**config.mk**
```make
export PLATFORM = sky130hd
export DESIGN_NAME = stream_median5_filter
export DESIGN_NICKNAME = d
export VERILOG_FILES = /design/src/rtl/stream_median5_filter.sv
export SDC_FILE = /design/constraint.sdc
export NUM_CORES = 1
export LEC_CHECK = 0
export CAP_MARGIN = 10
export CORE_ASPECT_RATIO = 1.2
export CORE_MARGIN = 4
export CORE_UTILIZATION = 60
export DETAILED_ROUTE_END_ITERATION = 8
export GPL_TIMING_DRIVEN = 1
export PLACE_DENSITY = 0.8
export SLEW_MARGIN = 20
export SYNTH_ARGS = -nofsm -noshare
export SYNTH_HDL_FRONTEND = slang
export SYNTH_SLANG_ARGS = --single-unit
```
**constraint.sdc**
```tcl
create_clock -name clk -period 5.5 [get_ports clk]
set_clock_uncertainty 0.15 [all_clocks]
set_input_delay 1.1 -clock clk [delete_from_list [all_inputs] [get_ports clk]]
set_output_delay 1.1 -clock clk [all_outputs]
set_load 0.01 [all_outputs]
```
**src/rtl/stream_median5_filter.sv**
```systemverilog
// Streaming 5-tap median filter, valid/ready in and out, two-stage pipeline.
// Define BORDER_REPLICATE_EN to seed the whole window with the first sample.
module stream_median5_filter #(
    parameter int DW = 4
) (
    input  logic          clk,
    input  logic          rst_n,
    input  logic          clear,
    input  logic          in_valid,
    input  logic [DW-1:0] in_data,
    output logic          in_ready,
    output logic          out_valid,
    output logic [DW-1:0] out_data,
    input  logic          out_ready
);

    function automatic logic [DW-1:0] min2(
        input logic [DW-1:0] a,
        input logic [DW-1:0] b
    );
        return (a < b) ? a : b;
    endfunction

    function automatic logic [DW-1:0] max2(
        input logic [DW-1:0] a,
        input logic [DW-1:0] b
    );
        return (a < b) ? b : a;
    endfunction

    logic [DW-1:0] w_q [5];
    logic [DW-1:0] w_d [5];
    logic [2:0]    fill_q, fill_d;
    logic          s1_valid_q, s1_valid_d;
    logic [DW-1:0] s1_a_q, s1_b_q, s1_c_q;
    logic [DW-1:0] s1_a_d, s1_b_d, s1_c_d;
    logic          out_valid_q, out_valid_d;
    logic [DW-1:0] out_data_q, out_data_d;
    logic          en, accept, replicate, s1_load;
    logic [DW-1:0] lo01, hi01, lo23, hi23, med;

    assign en       = !out_valid_q || out_ready;
    assign in_ready = !clear && en;
    assign accept   = in_valid && in_ready;

`ifdef BORDER_REPLICATE_EN
    assign replicate = (fill_q == 3'd0);
`else
    assign replicate = 1'b0;
`endif

    always_comb begin
        for (int i = 0; i < 5; i++) w_d[i] = w_q[i];
        fill_d = fill_q;
        if (accept) begin
            if (replicate) begin
                for (int i = 0; i < 5; i++) w_d[i] = in_data;
                fill_d = 3'd5;
            end else begin
                for (int i = 4; i > 0; i--) w_d[i] = w_q[i-1];
                w_d[0] = in_data;
                fill_d = (fill_q == 3'd5) ? 3'd5 : fill_q + 3'd1;
            end
        end
        if (clear) fill_d = 3'd0;
    end

    // Median of 5 = median of {max of pair mins, min of pair maxes, w4}
    assign lo01   = min2(w_d[0], w_d[1]);
    assign hi01   = max2(w_d[0], w_d[1]);
    assign lo23   = min2(w_d[2], w_d[3]);
    assign hi23   = max2(w_d[2], w_d[3]);
    assign s1_a_d = max2(lo01, lo23);
    assign s1_b_d = min2(hi01, hi23);
    assign s1_c_d = w_d[4];
    assign s1_load = accept && (fill_d == 3'd5);

    assign med = max2(min2(s1_a_q, s1_b_q),
                      min2(max2(s1_a_q, s1_b_q), s1_c_q));

    always_comb begin
        s1_valid_d  = s1_valid_q;
        out_valid_d = out_valid_q;
        out_data_d  = out_data_q;
        if (clear) begin
            s1_valid_d  = 1'b0;
            out_valid_d = 1'b0;
        end else if (en) begin
            s1_valid_d  = s1_load;
            out_valid_d = s1_valid_q;
            if (s1_valid_q) out_data_d = med;
        end
    end

    always_ff @(posedge clk or negedge rst_n) begin
        if (!rst_n) begin
            for (int i = 0; i < 5; i++) w_q[i] <= '0;
            fill_q      <= 3'd0;
            s1_valid_q  <= 1'b0;
            s1_a_q      <= '0;
            s1_b_q      <= '0;
            s1_c_q      <= '0;
            out_valid_q <= 1'b0;
            out_data_q  <= '0;
        end else begin
            for (int i = 0; i < 5; i++) w_q[i] <= w_d[i];
            fill_q      <= fill_d;
            s1_valid_q  <= s1_valid_d;
            out_valid_q <= out_valid_d;
            out_data_q  <= out_data_d;
            if (s1_load) begin
                s1_a_q <= s1_a_d;
                s1_b_q <= s1_b_d;
                s1_c_q <= s1_c_d;
            end
        end
    end

    assign out_valid = out_valid_q;
    assign out_data  = out_data_q;

endmodule

```
* Word-level counts from Yosys, hierarchy flattened
Index checks and enable logic that the tools add are counted.
** Storage, ports and cells
- Input bits :: 9
- Output and inout port bits :: 6
- Register bits :: 41
- Logic and storage cells :: 49
** Cells by class
- Add/sub/neg operators :: 1
- $lt $le $gt $ge :: 7
- Bitwise logic cells :: 1
- Eq/ne operators :: 2
- Muxes and demuxes :: 18
- Reduce and logical (&&, ||, !) cells :: 8
** Operators by type and width (count)
- two-way mux 4 bit :: 10
- less-than comparator 4 bit :: 7
- two-way mux 20 bit :: 1
- two-way mux 3 bit :: 3
- == test 3 bit (second input constant) :: 2
- two-way mux 1 bit :: 4
- adder 3 x 1 -> 3 bit (second input constant) :: 1
- logical AND 1 bit :: 3
- AND reduction 3 bit :: 1
- logical NOT 1 bit :: 2
- nonzero test 2 bit :: 1
- logical OR 1 bit :: 1
- NOT 1 bit :: 1

* Logic depth before layout (Yosys ltp)
Gate-level depths: netlist of the first run.
- Depth in word-level cells :: 10
- Mapped depth :: 20

* Least setup slack after synthesis of the first run
OpenSTA, ideal clock, no wires.
- Kind :: input -> register
- Start point :: input clear
- End point :: register s1_a_q[0]
- Slack :: 887 ps
- Arrival :: 4381 ps
- Required time :: 5268 ps
- Cell stages on the path :: 15
- Cell sequence :: clkbuf_1 nand2b_1 nor2_1 clkbuf_1 mux2i_1 ha_1 nand3b_1 a221oi_1 nor2_1 mux2i_1 ha_1 a21oi_1 o211ai_1 a221o_1 a31oi_1
** On the way
- Cells in the longest elaborated chain, start to end :: 8
** Ends and longest elaborated chain
- start, declared :: RTL line 8 : input logic clear,
- logical NOT 1 bit :: RTL line 43 : assign in_ready = !clear && en;
- logical AND 1 bit :: RTL line 43
- logical AND 1 bit :: RTL line 44 : assign accept = in_valid && in_ready;
- two-way mux 20 bit :: RTL line 55 : if (accept) begin
- less-than comparator 4 bit :: RTL line 21 : return (a < b) ? a : b;
- two-way mux 4 bit :: RTL line 21
- less-than comparator 4 bit :: RTL line 28 : return (a < b) ? b : a;
- two-way mux 4 bit :: RTL line 28
- end signal, assigned :: RTL line 100 : s1_a_q <= '0;
- end signal, assigned :: RTL line 112 : s1_a_q <= s1_a_d;
- end, declared :: RTL line 35 : logic [DW-1:0] s1_a_q, s1_b_q, s1_c_q;
Several ways; a longest one is shown, not always the timed one.
A chain may end at the register's enable or synchronous reset.

* Worst setup path in the final report of the first run
- Start point :: input clear
- End point :: register s1_a_q[2]
The elaborated chain is that of the path after synthesis.

==> impl_metrics.ini, run 1 <==
[status]
outcome = finished clean

[cts]
cts.htree.levels = 2
cts_tree = yes
post_cts_buffers = 0
post_cts_resized = 0
cts-buffers-inserted = 5
cts_root_buffer = clkbuf_8
insertion_delay_ns = 0.30
clk_pin_slew_ns = 0.09
cts_hold_buf = 0
cts_buffer_depth = 2
clkSinkCount = 41

[synth]
synth.distinct_cells = 44
synth_nets = 324
yosys_warnings = 0
synth_top_cell_by_area = dfrtp_1
syn-cell-area_um2 = 2690
yosys-top-cells-area = dfrtp_1 38%, ha_1 13%, mux2i_1 9.3%
synth-seq-cells = 41
ys_seq_area_frac = 0.382
avgSynthCellArea_um2 = 9.37
synthCells = 287
synth_top_area_frac = 0.382

[setup_path]
critPathCaptureType = flop
worstPathArrival_ns = 5.06
cp_data_required_time_ns = 5.58
worstSetupPathType = input pin to flop
critPathMaxFanout = 11
r2r_start = s1_a_q[1]
crit_start = clear
critPathLaunchType = input pin

[drt]
viasPerCell = 5.80
drc = 0
first_pass_iters = 4
wl_per_cell_um = 15.6
vias = 2110
postRouteWirelength_um = 5680
ant_nets = 0
drt_iter0_markers = 92

[global_routing]
grt_overflow = 0
grt_pass1_wl_um = 9940
grt_max_degree = 42
grt_usage = 0.226
antenna_found_initial = 0
first_global_vias = 2072

[timing]
max_freq_mhz = 201
slew_viol_final = 0
rsz0062_at_grt = no
timing.final.crit_share = 0.907
finalHoldViolCount = 0
min_period_ns = 4.99
setup_tns_ns = 0
finalSetupViolCount = 0
slew_headroom = 0.379
tightest_slew_ns = 0.932

[cells_and_area]
drive_gt1_frac = 0.0942
fin_util = 0.706
nets = 344
fillers = 345
num_antenna_cells = 0
multiInputGateArea_um2 = 1530
final-seq-area_um2 = 1030
area_growth_pct = 12.8
final_cells = 364

[die]
fp.dieW_um = 69.1
chipHeight_um = 81.3
initial_core_util = 0.626
rows = 26
core-area_um2 = 4290
die_area_um2 = 5620
ios = 15

[place]
io_buffers = 14
hpwlAfterDp_um = 4390
place_congestion = 0.950
place_inst = 356

[power_and_ir_drop]
p_per_area_nw_per_um2 = 364
irDropWorstVdd_v = 0.000263
power_leakage_uw = 0.00149

[worst_hold_path]
hp-start = w_q[1]
hp-class = flop to flop

[run]
max_cap_viol_count = 0
through the flow:
step | power (uW) | hold slack, ns | setup slack [ns] | area [um^2]
final | 1100 | 0.325 | 0.514 | 3030
after floorplan | 723 | 0.286 | 0.887 | 2690
after CTS | 1110 | 0.331 | 0.513 | 3030
after global placement | 836 | 0.299 | 0.333 | 2920
after detailed placement | 856 | 0.310 | 0.228 | 2920
after global routing | 1200 | 0.363 | 0.143 | 3030
kinds of logic after synthesis:
group / share of synthesized area
AOI/OAI and AO/OA: 0.162
muxes: 0.127
and+or+nand+nor: 0.146
xor gates and xnor gates: 0.00326
adders and majority gates: 0.130
buffers and inverters: 0.0507
DFF: 0.382
registers in the layout (all words and copies together), names as in the netlist:
register,flops
fill_q,3
out_data,4
out_valid,1
s1_a_q,4
s1_b_q,4
s1_c_q,4
s1_valid_q,1
w_q,20
layout make-up:
| cell class | count | area share |
|---|---|---|
| Clock buffer | 5 | 0.0227 |
| Sequential cell | 41 | 0.338 |
| Multi-Input combinational cell | 210 | 0.505 |
| Clock inverter | 3 | 0.0153 |
| Tap cell | 56 | 0.0231 |
| Inverter | 29 | 0.0359 |
| Timing Repair Buffer | 20 | 0.0594 |
metal layers:
metal,wire length (um),share of wire,vias up,global-route usage
met5,0,0,-,0
li1,-,-,1058,-
met2,2850,0.50,35,0.405
met1,2570,0.45,1010,0.280
met3,186,0.033,7,0.0309
met4,76,0.013,0,0.0840
Yosys cell counts, drive strengths merged:
master,number
o211a,1
o211ai,5
buf,1
a221oi,2
inv,29
nand2b,4
xor2,1
nor3,5
a222oi,1
nor3b,2
mux2i,25
nor2b,2
o32a,1
or4,1
a21oi,18
mux2,8
o31ai,2
ha,28
a221o,2
a211oi,1
o21a,4
o221ai,2
o21ai,9
nor2,16
nand3,11
dfrtp,41
a211o,1
nand2,36
a2111o,2
o2bb2ai,1
nand3b,3
a31o,1
and3,1
o21bai,2
or2,1
a21boi,1
and2,3
a21o,2
a21bo,1
o21ba,1
clkbuf,6
a31oi,3
cell usage in the layout, fill, tap and decap left out, types with 5 or more instances in the layout:
cell type        Yosys  routed
clkbuf_8             0       5
nand3_1             11      11
buf_4                0       6
mux2_2               8       8
nor2_1              16      16
a21oi_1             18      18
o21ai_0              8       8
inv_1               29      29
ha_1                28      28
nand2_1             36      36
dfrtp_1             41      41
o211ai_1             5       5
clkdlybuf4s50_1      0      13
mux2i_1             25      25
report_power, final:
part	leakage, uW	internal (uW)	switching, uW
clock	0.0000543	136	113
sequential	0.000516	343	25.8
combinational	0.000924	204	280
critical path: stages:
cell and delay, ns:
clkdlybuf4s50_1 0.54, nor2b_1 0.34, nand2_1 0.40, mux2i_1 0.43
ha_1 0.32, nand3b_1 0.20, a221oi_1 0.25, nor2_1 0.18
mux2i_1 0.19, ha_1 0.22, a21oi_1 0.27, o211ai_1 0.16
buf_4 0.17, o21a_1 0.17, a21oi_1 0.13
worst paths after layout:
| kind | cells past startpoint | endpoint | slack (ns) |
|---|---|---|---|
| worst max-delay path | 15 | s1_a_q[2] | 0.51 |
| worst max register to register | 17 | out_data[1] | 0.76 |
| min in group asynchronous | 1 | w_q[3] | 0.78 |
| worst min-delay path | 2 | w_q[1] | 0.32 |
| worst min register to register | 2 | w_q[1] | 0.32 |
| max in group asynchronous | 1 | s1_a_q[3] | 3.84 |
Power figures use the tool's default switching activity.
==> run 2: changes to the inputs <==
Settings changed: SLEW_MARGIN 20 to 10.
==> results of run 2 <==
Final layout, timing and power as in run 1 (identical DEF).
